[src/rtl/dmem_arb_pkg.sv]
// Shared types and constants for the data-memory arbiter.
// Optional build macro DMEM_ARB_ALIGN_CHECK_EN (alignment checking) is consumed
// by dmem_arbiter; this package only provides the helper it uses.
package dmem_arb_pkg;

    // Sequencer states: wait for a request, hold the address, return the ack.
    typedef enum logic [1:0] {
        ST_IDLE   = 2'd0,
        ST_ACCESS = 2'd1,
        ST_DONE   = 2'd2
    } state_e;

    // Requester indices as carried on grant/port registers.
    localparam logic PORT0 = 1'b0;
    localparam logic PORT1 = 1'b1;

    // Cycles the memory address is held before an access completes.
    localparam int DEFAULT_LATENCY = 2;

    // True when a byte address does not point at the start of a 32-bit word.
    function automatic logic is_misaligned(input logic [1:0] addr_lsb);
        return addr_lsb != 2'b00;
    endfunction

endpackage

[src/rtl/rr_arb2.sv]
// Two-way round-robin picker: purely combinational, no state of its own.
// The owner keeps last_grant and feeds it back so ties alternate.
module rr_arb2
    import dmem_arb_pkg::*;
(
    input  logic req0_i,
    input  logic req1_i,
    input  logic last_grant_i,
    output logic gnt_valid_o,
    output logic gnt_idx_o
);

    // Pick the lone requester, or on a tie the port that did not win last time.
    always_comb begin
        // NOTE: every output gets a value before any branch so no latch is inferred.
        gnt_valid_o = req0_i | req1_i;
        gnt_idx_o   = PORT0;
        if (req0_i && req1_i) begin
            gnt_idx_o = ~last_grant_i;
        end else if (req1_i) begin
            gnt_idx_o = PORT1;
        end
    end

endmodule

[src/rtl/dmem_arbiter.sv]
// Two-port arbiter and sequencer in front of the byte-addressed data memory.
// Port 0 is the pipeline MEM stage, port 1 a secondary master (debug/DMA).
// Each transaction: grant in IDLE, hold the address for LATENCY cycles in
// ACCESS (write strobe or read capture on the last one), one-cycle ack in DONE.
// Build macro DMEM_ARB_ALIGN_CHECK_EN: misaligned addresses skip the memory
// access and complete with ack+err; without it err outputs are tied low.
module dmem_arbiter
    import dmem_arb_pkg::*;
#(
    parameter int LATENCY = DEFAULT_LATENCY,
    parameter int ADDR_W  = 32,
    parameter int DATA_W  = 32
) (
    input  logic              clk_i,
    input  logic              rst_i,

    input  logic              req0_i,
    input  logic              we0_i,
    input  logic [ADDR_W-1:0] addr0_i,
    input  logic [DATA_W-1:0] wdata0_i,
    output logic              ack0_o,
    output logic [DATA_W-1:0] rdata0_o,
    output logic              err0_o,

    input  logic              req1_i,
    input  logic              we1_i,
    input  logic [ADDR_W-1:0] addr1_i,
    input  logic [DATA_W-1:0] wdata1_i,
    output logic              ack1_o,
    output logic [DATA_W-1:0] rdata1_o,
    output logic              err1_o,

    output logic [ADDR_W-1:0] mem_addr_o,
    output logic [DATA_W-1:0] mem_wdata_o,
    output logic              mem_we_o,
    input  logic [DATA_W-1:0] mem_rdata_i,

    output logic              busy_o,
    output logic              grant_o
);

    // The counter only ever holds LATENCY-1 down to 0.
    localparam int CNT_W = (LATENCY > 1) ? $clog2(LATENCY) : 1;
    localparam logic [CNT_W-1:0] CNT_LOAD = CNT_W'(LATENCY - 1);

    state_e            state_q, state_d;
    logic [CNT_W-1:0]  cnt_q, cnt_d;
    logic              port_q, port_d;
    logic              we_q, we_d;
    logic [ADDR_W-1:0] addr_q, addr_d;
    logic [DATA_W-1:0] wdata_q, wdata_d;
    logic              last_grant_q, last_grant_d;
    logic              grant_q, grant_d;
    logic [DATA_W-1:0] rdata0_q, rdata0_d;
    logic [DATA_W-1:0] rdata1_q, rdata1_d;
`ifdef DMEM_ARB_ALIGN_CHECK_EN
    logic              err_q, err_d;
`endif

    logic              gnt_valid;
    logic              gnt_idx;
    logic              sel_we;
    logic [ADDR_W-1:0] sel_addr;
    logic [DATA_W-1:0] sel_wdata;
    logic              mem_we;

    rr_arb2 u_rr_arb2 (
        .req0_i       (req0_i),
        .req1_i       (req1_i),
        .last_grant_i (last_grant_q),
        .gnt_valid_o  (gnt_valid),
        .gnt_idx_o    (gnt_idx)
    );

    // Route the winning port's request fields toward the latch registers.
    always_comb begin
        sel_we    = we0_i;
        sel_addr  = addr0_i;
        sel_wdata = wdata0_i;
        if (gnt_idx == PORT1) begin
            sel_we    = we1_i;
            sel_addr  = addr1_i;
            sel_wdata = wdata1_i;
        end
    end

    // Next-state and datapath updates for the IDLE/ACCESS/DONE sequencer.
    always_comb begin
        state_d      = state_q;
        cnt_d        = cnt_q;
        port_d       = port_q;
        we_d         = we_q;
        addr_d       = addr_q;
        wdata_d      = wdata_q;
        last_grant_d = last_grant_q;
        grant_d      = grant_q;
        rdata0_d     = rdata0_q;
        rdata1_d     = rdata1_q;
`ifdef DMEM_ARB_ALIGN_CHECK_EN
        err_d        = err_q;
`endif
        mem_we       = 1'b0;

        unique case (state_q)
            ST_IDLE: begin
                if (gnt_valid) begin
                    // Inputs are captured here; later changes on the port are ignored.
                    port_d       = gnt_idx;
                    we_d         = sel_we;
                    addr_d       = sel_addr;
                    wdata_d      = sel_wdata;
                    last_grant_d = gnt_idx;
                    grant_d      = gnt_idx;
                    cnt_d        = CNT_LOAD;
                    state_d      = ST_ACCESS;
`ifdef DMEM_ARB_ALIGN_CHECK_EN
                    err_d        = 1'b0;
                    if (is_misaligned(sel_addr[1:0])) begin
                        // Never touch memory; report the error with zeroed read data.
                        err_d   = 1'b1;
                        state_d = ST_DONE;
                        if (gnt_idx == PORT1) begin
                            rdata1_d = '0;
                        end else begin
                            rdata0_d = '0;
                        end
                    end
`endif
                end
            end

            ST_ACCESS: begin
                if (cnt_q == '0) begin
                    if (we_q) begin
                        // The only cycle in which the write strobe is asserted.
                        mem_we = 1'b1;
                    end else if (port_q == PORT1) begin
                        rdata1_d = mem_rdata_i;
                    end else begin
                        rdata0_d = mem_rdata_i;
                    end
                    state_d = ST_DONE;
                end else begin
                    cnt_d = cnt_q - 1'b1;
                end
            end

            ST_DONE: begin
                state_d = ST_IDLE;
            end

            default: begin
                state_d = ST_IDLE;
            end
        endcase
    end

    // State and datapath registers; reset forces every output-visible value low.
    always_ff @(posedge clk_i or negedge rst_i) begin
        if (!rst_i) begin
            state_q      <= ST_IDLE;
            cnt_q        <= '0;
            port_q       <= PORT0;
            we_q         <= 1'b0;
            addr_q       <= '0;
            wdata_q      <= '0;
            last_grant_q <= PORT1;
            grant_q      <= PORT0;
            rdata0_q     <= '0;
            rdata1_q     <= '0;
`ifdef DMEM_ARB_ALIGN_CHECK_EN
            err_q        <= 1'b0;
`endif
        end else begin
            // NOTE: non-blocking assignments so every register samples pre-edge values.
            state_q      <= state_d;
            cnt_q        <= cnt_d;
            port_q       <= port_d;
            we_q         <= we_d;
            addr_q       <= addr_d;
            wdata_q      <= wdata_d;
            last_grant_q <= last_grant_d;
            grant_q      <= grant_d;
            rdata0_q     <= rdata0_d;
            rdata1_q     <= rdata1_d;
`ifdef DMEM_ARB_ALIGN_CHECK_EN
            err_q        <= err_d;
`endif
        end
    end

    // Outputs are decoded from registers only, so reset clears them at once.
    always_comb begin
        ack0_o      = (state_q == ST_DONE) && (port_q == PORT0);
        ack1_o      = (state_q == ST_DONE) && (port_q == PORT1);
        busy_o      = (state_q != ST_IDLE);
        grant_o     = grant_q;
        mem_addr_o  = addr_q;
        mem_wdata_o = wdata_q;
        mem_we_o    = mem_we;
        rdata0_o    = rdata0_q;
        rdata1_o    = rdata1_q;
`ifdef DMEM_ARB_ALIGN_CHECK_EN
        err0_o      = ack0_o && err_q;
        err1_o      = ack1_o && err_q;
`else
        err0_o      = 1'b0;
        err1_o      = 1'b0;
`endif
    end

endmodule

[config.mk]
export PLATFORM = sky130hd
export DESIGN_NAME = dmem_arbiter
export DESIGN_NICKNAME = d
export VERILOG_FILES = /design/src/rtl/dmem_arb_pkg.sv /design/src/rtl/rr_arb2.sv /design/src/rtl/dmem_arbiter.sv
export SDC_FILE = /design/constraint.sdc
export NUM_CORES = 1
export LEC_CHECK = 0
export CELL_PAD_IN_SITES_DETAIL_PLACEMENT = 2
export CELL_PAD_IN_SITES_GLOBAL_PLACEMENT = 2
export CORE_MARGIN = 4
export CORE_UTILIZATION = 27
export DETAILED_ROUTE_END_ITERATION = 8
export GPL_TIMING_DRIVEN = 0
export HOLD_SLACK_MARGIN = 0.08
export PLACE_DENSITY = 0.84
export SETUP_SLACK_MARGIN = 0.4
export SLEW_MARGIN = 5
export SYNTH_ARGS = -nofsm -noshare
export SYNTH_HDL_FRONTEND = slang
export SYNTH_SLANG_ARGS = --single-unit
[constraint.sdc]
create_clock -name clk_i -period 3.5 [get_ports clk_i]
set_clock_uncertainty 0.15 [all_clocks]
set_input_delay 0.7 -clock clk_i [delete_from_list [all_inputs] [get_ports clk_i]]
set_output_delay 0.7 -clock clk_i [all_outputs]
set_load 0.01 [all_outputs]
# --- Word-level counts from Yosys, hierarchy flattened ---
# Cells that the tools add are included.
classes:
  n_mux: 14
  n_addsub: 1
  bitwise: 5
  reduce_logical: 11
  eq_ne: 4
ops:
  columns: ["operator", "n"]
  rows:
  - ["32-bit two-way mux", 2]
  - ["1-bit two-way mux", 8]
  - ["4-bit AND reduction", 2]
  - ["2-bit AND reduction", 3]
  - ["2-bit two-way mux", 2]
  - ["2-bit inequality test, second input constant", 2]
  - ["1-bit inverter", 4]
  - ["2-bit case mux with 2 select lines", 1]
  - ["2-bit nonzero test", 2]
  - ["1-bit logical AND", 3]
  - ["2-bit by 1-bit equality test with 1-bit output, second input constant", 1]
  - ["2-bit equality test, second input constant", 1]
  - ["2-bit logical NOT", 1]
  - ["1-bit case mux with 2 select lines", 1]
  - ["1-bit OR", 1]
  - ["1-bit subtractor, second input constant", 1]
word_totals:
  register_bits: 134
  out_inout_bits: 135

# --- Depth between registers and ports, before layout ---
# Gate-level depths: netlist of the first run.
logic_depth:
  word_depth: 3
  ltp_mapped: 5

# --- Cells and area by module ---
# A second synthesis of the first run with hierarchy kept.
unflattened:
  hier_cells: 445
  area_unflattened_um2: 5611.6
by_module_without_submodules:
  columns: ["module", "instances", "cells_each", "area_per_inst_um2", "seq_area_each_um2"]
  rows:
  - ["dmem_arbiter", 1, 443, 5597.9, 3354.5]
  - ["rr_arb2", 1, 2, 13.8, 0.0]

# --- Worst setup path before layout of the first run ---
# Ideal clock, no wire load.
synth_timing:
  path_type: "input-to-reg"
  start: "input port req1_i"
  end: "register addr_q[18] (netlist: mem_addr_o[18])"
  required_ns: 3.225
  setup_slack_ns: 1.494
  n_path_buf: 2
  setup_time_ns: 0.125
  stages: 5
  arrival_time_ns: 1.732
  path_cell_list: "a21bo_2 -> buf_6 -> buf_6 -> mux2_1 -> mux2_2"
synth_between:
  elab_chain_len: 3
  elab_cells_between_ends: 6
  classes_between: "3 x mux; 1 x bitwise; 2 x reduce/logical"
synth_lines:
  columns: ["element", "line_no", "source"]
  rows:
  - ["from (decl)", "dmem_arbiter.sv:25", "input logic req1_i,"]
  - ["1-bit two-way mux or 1-bit logical AND (tied branches)", "rr_arb2.sv:20, rr_arb2.sv:18", null]
  - ["1-bit two-way mux", "rr_arb2.sv:18", "if (req0_i && req1_i) begin"]
  - ["32-bit two-way mux", "dmem_arbiter.sv:80", "if (gnt_idx == PORT1) begin"]
  - ["to (signal assigned)", "dmem_arbiter.sv:180", "addr_q <= addr_d;"]
  - ["to (decl)", "dmem_arbiter.sv:50", "logic [ADDR_W-1:0] addr_q, addr_d;"]
# Several ways; a longest one is shown, not always the timed one.
# A chain may end at the register's enable or synchronous reset.

# --- Worst setup path after layout of the first run ---
layout_timing:
  start: "register state_q[1]"
  end: "output port mem_we_o"
layout_between:
  elab_chain_len: 2
layout_lines:
  columns: ["element", "line_no", "source"]
  rows:
  - ["from (decl)", "dmem_arbiter.sv:46", "state_e state_q, state_d;"]
  - ["from (signal assigned)", "dmem_arbiter.sv:176", "state_q <= state_d;"]
  - ["2-bit by 1-bit equality test with 1-bit output", "dmem_arbiter.sv:104", "unique case (state_q)"]
  - ["1-bit two-way mux", "dmem_arbiter.sv:104", null]
  - ["to (decl)", "dmem_arbiter.sv:35", "output logic mem_we_o,"]
# No other way between the ends.

==> impl_metrics.json, run 1 <==
{
  "grt_max_degree": 75,
  "cell_internal_pwr_mw": 5.79,
  "initialDrtViolationCount": 102,
  "drt_total_wl_um": 20700,
  "maxClockFrequency_mhz": 376,
  "cpMaxStageDelayCell": "sky130_fd_sc_hd__clkdlybuf4s50_1",
  "cts_tree": "yes",
  "via_count": 4369,
  "synth_area_um2": 5810,
  "period_needed_ns": 2.66,
  "root_buffer": "sky130_fd_sc_hd__clkbuf_16",
  "max-vdd-ir-drop_mv": 0.392,
  "dieWidth_um": 155,
  "final-instance-count-excl-fill": 975,
  "fin_tns_setup_ns": 0,
  "netSwitchingPower_mw": 2.73,
  "post_route_cells_drive_above_1_share_pct": 30.3,
  "slowest_delay_ns": 0.56,
  "synth_largest_area_cell": "sky130_fd_sc_hd__dfrtp_1",
  "detail_route.vias_per_cell": 4.48,
  "worstSetupPathType": "flop to primary output",
  "floorplan.rows": 53,
  "adder_cell_area_share_of_the_yosys_netlist_pct": 0,
  "hpwl_um": 16600,
  "postSynthCellCount": 369,
  "postPlaceCellArea_um2": 9170,
  "netSwitchingFraction_pct": 32.0,
  "mostFrequentLayoutCells": "sky130_fd_sc_hd__clkdlybuf4s50_1, sky130_fd_sc_hd__mux2_2, sky130_fd_sc_hd__dfrtp_1",
  "timing.critical_path.from_type": "flop",
  "timing_hold_violations_final": 0,
  "placement.io_buffers": 298,
  "seq_area_frac_synth_pct": 57.7,
  "cp.required_ns": 2.65,
  "post-route-drc-count": 0,
  "layout.cell_area.non_filler_um2": 9720,
  "p_comb_share_pct": 47.1,
  "met3_wirelength_um": 1610,
  "clock_path_buffers": 2,
  "synthesis.area_per_instance_um2": 15.7,
  "cts_post_setup_buffers_inserted": 0,
  "combinational_family_with_the_most_area_after_synthesis": "multiplexers",
  "drtPass1Iterations": 4,
  "yosys_most_used_dff": "sky130_fd_sc_hd__dfrtp_1",
  "slew_violations": 0,
  "grt_pass1_vias": 5180,
  "synth-xor-area-share_pct": 0,
  "powerDensity_nw_per_um2": 876,
  "max_cap_violations": 0,
  "top_layer_used": "met4",
  "wl_met2_um": 11400,
  "flow.area_growth_from_synthesis_pct": 67.3,
  "grtUsageTotal_pct": 17.0,
  "setup_viol": 0,
  "slew-limit-headroom_pct": 55.2,
  "clkTransAtPathRegs_ns": 0.06,
  "antenna_cells_inserted": 0,
  "worst-slew-pin-transition_ns": 0.666,
  "dp_cells": 944,
  "yosysUniqueCellTypes": 24,
  "gpl_congestion": 0.841,
  "static-leakage-power_nw": 3.96,
  "insertion_delay_ns": 0.40,
  "grt_antenna_before_repair": 0,
  "fin_worst_hold_slack_ns": 0.103,
  "routed_wire_length_per_instance_um": 21.2,
  "yosys-mux-area-fraction_pct": 37.6,
  "crit_fanout": 5,
  "totalPowerFinal_mw": 8.52,
  "floorplan.die_area_um2": 23900,
  "most_common_cell_after_layout_fill_and_taps_aside": "sky130_fd_sc_hd__clkdlybuf4s50_1",
  "htree_num_levels": 4,
  "timing.final.crit_share_pct": 76.1,
  "setup_repair_after_global_routing_missed_its_margin": "no",
  "floorplan.initialDensity_pct": 27.5,
  "synth.ff_latch_count": 134,
  "timing.critical_path.cells": "nor3b_2 > and2_1 > clkdlybuf4s50_1",
  "cts-hold-fix-buffers": 0,
  "cp_data_arrival_time_ns": 1.81,
  "grt.overflow.total": 0,
  "num-nets-final": 854,
  "core_area_um2": 21100,
  "num_io_pins": 301,
  "synth_enable_flop_cells": 0,
  "die-height_um": 155,
  "cp-end-kind": "primary output",
  "power.share.sequential_pct": 33.1,
  "ctsResizeCount": 0,
  "cts_inserted_buffers": 17,
  "holdCritPathClass": "input pin to async pin",
  "async_set_or_reset_flop_fraction_in_the_synthesized_netlist_pct": 100,
  "largest_cells_by_area_after_synthesis": "sky130_fd_sc_hd__dfrtp_1, sky130_fd_sc_hd__mux2_2, sky130_fd_sc_hd__mux2_1, sky130_fd_sc_hd__buf_2, sky130_fd_sc_hd__buf_6",
  "global_route_wire_length_before_repair_um": 31400,
  "clock_power_share_pct": 19.8,
  "ys_warn_count": 0,
  "outcome": "complete, no violations",
  "routed_length_on_met1_um": 7460,
  "detail-route-antenna-nets": 0,
  "share_of_synthesized_cell_area_in_and_or_nand_and_nor_gates_pct": 1.25,
  "synth_compound_gate_area_share_pct": 0.689,
  "synth_top_area_share_pct": 57.3,
  "cts_sinks": 134
}
==> cells in the mapped netlist (2+ instances only) <==
| library cell | instances |
|---|---|
| sky130_fd_sc_hd__nand2_1 | 2 |
| sky130_fd_sc_hd__buf_2 | 15 |
| sky130_fd_sc_hd__dfrtp_1 | 133 |
| sky130_fd_sc_hd__buf_4 | 2 |
| sky130_fd_sc_hd__mux2_2 | 153 |
| sky130_fd_sc_hd__buf_6 | 5 |
| sky130_fd_sc_hd__mux2_1 | 41 |
| sky130_fd_sc_hd__inv_1 | 2 |
==> final timing paths <==
| path | start | to | slack, ns | cells past startpoint |
|---|---|---|---|---|
| setup / recovery | state_q[1]$_DFFE_PN0P_ | mem_we_o | 0.84 | 3 |
| hold / removal | rst_i | mem_addr_o[6]$_DFFE_PN0P_ | 0.10 | 1 |
| setup reg to reg | state_q[1]$_DFFE_PN0P_ | rdata0_o[28]$_DFFE_PN0P_ | 1.32 | 4 |
| hold reg to reg | mem_wdata_o[28]$_DFFE_PN0P_ | mem_wdata_o[28]$_DFFE_PN0P_ | 0.35 | 1 |
| max in group asynchronous | rst_i | last_grant_q$_DFFE_PN1P_ | 2.28 | 2 |
| min in group clk_i | mem_wdata_o[28]$_DFFE_PN0P_ | mem_wdata_o[28]$_DFFE_PN0P_ | 0.35 | 1 |
==> flip-flops by register name, indices dropped and copies added (netlist names) <==
register      flops
we_q              1
cnt_q             1
mem_addr_o       32
state_q           2
rdata1_o         32
grant_o           1
rdata0_o         32
mem_wdata_o      32
last_grant_q      1
==> power groups by stage <==
| stage | registers, mW | logic (mW) | clock network (mW) |
|---|---|---|---|
| CTS | 2.85 | 4.11 | 1.74 |
| global route | 2.94 | 4.28 | 1.83 |
| global placement | 2.77 | 3.93 | 0 |
| detailed placement | 2.86 | 4.09 | 0 |
| finish | 2.82 | 4.01 | 1.68 |
| floorplan | 3.13 | 1.40 | 0 |
==> kinds of logic (layout without fill, tap and decap cells) <==
group / after synthesis / in the layout
mux: 194 / 194
compound gates: 6 / 6
buf+inv: 24 / 354
other cells: 1 / 2
simple gates: 10 / 10
flops: 134 / 134
==> per-stage QoR <==
| stage | setup slack [ns] | util [%] |
|---|---|---|
| 2_1_floorplan | 1.49 | - |
| 3_5_place_dp | 0.688 | 43.5 |
| 6_report | 0.837 | 46.1 |
| 3_3_place_gp | -3.58 | 43.3 |
| 4_1_cts | 0.794 | 46.1 |
| 5_1_grt | 0.740 | 46.1 |
==> per-layer routing <==
| layer | vias up | GRT usage [%] |
|---|---|---|
| met2 | 171 | 31.8 |
| met4 | 0 | 4.16 |
| li1 | 1963 | - |
| met3 | 15 | 6.04 |
| met5 | - | 0 |
| met1 | 2220 | 18.2 |
==> cell type report <==
| cell class | count | area (µm²) |
|---|---|---|
| tap | 275 | 344 |
| fill | 2050 | 11400 |
| multi-input combinational | 212 | 2300 |
| sequential | 134 | 3350 |
| clock inverter | 14 | 128 |
| clock buffer | 17 | 425 |
| buffer | 22 | 146 |
| inverter | 2 | 7.51 |
| timing repair buffer | 299 | 3010 |
==> critical path: cells and delay by family (launching register included) <==
kind	cells	cell delay, ns
flops	1	0.42
simple gates	2	0.43
buf+inv	1	0.56
Power figures use the tool's default switching activity.
==> inputs of run 2 (changes only) <==
--- a/config.mk
+++ b/config.mk
@@ -8,11 +8,11 @@
 export CELL_PAD_IN_SITES_DETAIL_PLACEMENT = 2
 export CELL_PAD_IN_SITES_GLOBAL_PLACEMENT = 2
 export CORE_MARGIN = 4
-export CORE_UTILIZATION = 27
+export CORE_UTILIZATION = 25
 export DETAILED_ROUTE_END_ITERATION = 8
 export GPL_TIMING_DRIVEN = 0
 export HOLD_SLACK_MARGIN = 0.08
-export PLACE_DENSITY = 0.84
+export PLACE_DENSITY = 0.79
 export SETUP_SLACK_MARGIN = 0.4
 export SLEW_MARGIN = 5
 export SYNTH_ARGS = -nofsm -noshare
==> constraint.sdc (replaced) <==
create_clock -name clk_i -period 2.58 [get_ports clk_i]
set_clock_uncertainty 0.15 [all_clocks]
set_input_delay 0.516 -clock clk_i [delete_from_list [all_inputs] [get_ports clk_i]]
set_output_delay 0.516 -clock clk_i [all_outputs]
set_load 0.01 [all_outputs]
==> impl_metrics.json, run 2 (synthesized netlist as in run 1, its figures left out) <==
{
  "drtPass1Iterations": 4,
  "detail_route.vias_per_cell": 4.26,
  "num_io_pins": 301,
  "gpl_congestion": 0.751,
  "slew-limit-headroom_pct": 57.6,
  "flow.area_growth_from_synthesis_pct": 68.8,
  "most_common_cell_after_layout_fill_and_taps_aside": "sky130_fd_sc_hd__clkdlybuf4s50_1",
  "preCtsSetupSlack_ns": -0.0547,
  "postPlaceCellArea_um2": 9220,
  "die-height_um": 160,
  "routed_wire_length_per_instance_um": 19.5,
  "dieWidth_um": 160,
  "timing_hold_violations_final": 0,
  "ff_latch_area_um2": 3360,
  "clkTransAtPathRegs_ns": 0.06,
  "cp-end-kind": "flop",
  "grt_max_degree": 71,
  "layout.cell_area.non_filler_um2": 9810,
  "grtUsageTotal_pct": 15.2,
  "root_buffer": "sky130_fd_sc_hd__clkbuf_16",
  "cp_data_arrival_time_ns": 2.28,
  "crit_fanout": 10,
  "mostFrequentLayoutCells": "sky130_fd_sc_hd__clkdlybuf4s50_1, sky130_fd_sc_hd__mux2_2, sky130_fd_sc_hd__dfrtp_1",
  "timing.hold.worst_endpoint": "rdata0_o[5]$_DFFE_PN0P_",
  "holdCritPathClass": "flop to flop",
  "floorplan.die_area_um2": 25700,
  "max_cap_violations": 0,
  "floorplan.initialDensity_pct": 25.5,
  "powerDensity_nw_per_um2": 1180,
  "via_count": 4322,
  "global_route_wire_length_before_repair_um": 30600,
  "outcome": "complete, no violations",
  "fin_worst_hold_slack_ns": 0.343,
  "setup.reg_to_reg.worst_slack_ns": 0.60,
  "min_from": "rdata0_o[5]$_DFFE_PN0P_",
  "grt_antenna_before_repair": 0,
  "insertion_delay_ns": 0.41,
  "cts_inserted_buffers": 17,
  "hpwl_um": 15800,
  "period_needed_ns": 2.13,
  "worstHoldPathCells": 1,
  "multi_input_area_um2": 2320,
  "fill_cells": 2279,
  "totalPowerFinal_mw": 11.6,
  "num-nets-final": 855,
  "slew_violations": 0,
  "drt_total_wl_um": 19800,
  "htree_num_levels": 4,
  "antenna_cells_inserted": 0,
  "timing.critical_path.from_type": "input pin",
  "rr_endpoint": "rdata0_o[14]$_DFFE_PN0P_",
  "clock_path_buffers": 2,
  "post-route-drc-count": 0,
  "postLayoutCoreUtil_pct": 43.0,
  "setup_viol": 0,
  "core_area_um2": 22800,
  "grt.overflow.total": 0,
  "max-vdd-ir-drop_mv": 0.436,
  "floorplan.rows": 55,
  "initialDrtViolationCount": 92,
  "rr_worst_depth": 4,
  "timing.final.crit_share_pct": 82.7,
  "cts_tree": "yes",
  "maxClockFrequency_mhz": 469,
  "worstSetupPathType": "input pin to flop",
  "detail-route-antenna-nets": 0,
  "setup_repair_after_global_routing_missed_its_margin": "yes",
  "cts_sinks": 134,
  "cts_post_setup_buffers_inserted": 0,
  "grt_pass1_vias": 5136,
  "static-leakage-power_nw": 3.99,
  "post_route_cells_drive_above_1_share_pct": 30.8,
  "placement.io_buffers": 298,
  "cp.required_ns": 2.72,
  "r2r_start": "state_q[1]$_DFFE_PN0P_",
  "worst-slew-pin-transition_ns": 0.635,
  "setup_slack_ns": 0.447
}
==> run 2: worst max path at each step <==
stage,from,end,slack (ns),depth (start not counted)
4_1_cts,state_q[1]$_DFFE_PN0P_,mem_we_o,0.26,3
6_report,req0_i,mem_wdata_o[14]$_DFFE_PN0P_,0.45,5
3_3_place_gp,rst_i,rdata0_o[26]$_DFFE_PN0P_,-4.42,1
2_1_floorplan,req1_i,mem_addr_o[18]$_DFFE_PN0P_,0.76,5
3_5_place_dp,req1_i,mem_wdata_o[20]$_DFFE_PN0P_,-0.05,5
5_1_grt,state_q[0]$_DFFE_PN0P_,busy_o,0.35,3
==> run 2: final cells by class <==
type	instances	area share [%]
plain buffers	22	1.52
clock buffers	19	4.62
clock inverters	13	1.22
inverters	2	0.0766
multi-input cells	212	23.6
flip-flops and latches	134	34.2
well taps	313	3.99
repair buffers	300	30.7
==> run 2: through the flow <==
step / setup TNS, ns / instances
final: 0 / 1015
after global routing: 0 / 1015
after CTS: 0 / 1015
after detailed placement: -0.679 / 982
after global placement: -588.73 / 981
after floorplan: 0 / 370
==> run 2: per-layer routing <==
layer	up-vias	global-route usage [%]	part of all wire [%]
li1	1961	-	-
met1	2165	15.7	37
met2	184	27.9	53
met3	12	7.44	9.7
met4	0	3.29	0.96
met5	-	0	0
==> run 2: repair_timing <==
action                                  in CTS  in global routing
endpoints found under the hold margin       63                  0
endpoints found under the setup margin       9                 19
hold buffers                                 1                  0
resized for setup                            7                  3
==> run 2: worst max-delay path, stage by stage <==
cell and delay, ns:
sky130_fd_sc_hd__clkdlybuf4s50_1 0.46, sky130_fd_sc_hd__o21ai_1 0.32, sky130_fd_sc_hd__clkbuf_4 0.33, sky130_fd_sc_hd__buf_2 0.28, sky130_fd_sc_hd__mux2_2 0.37
==> run 2: report_power, final <==
group | leakage [nW] | internal (mW) | switching [mW]
combinational | 2.13 | 3.31 | 2.10
clock | 0.277 | 1.39 | 0.960
sequential | 1.58 | 3.21 | 0.619
total | 3.99 | 7.90 | 3.68
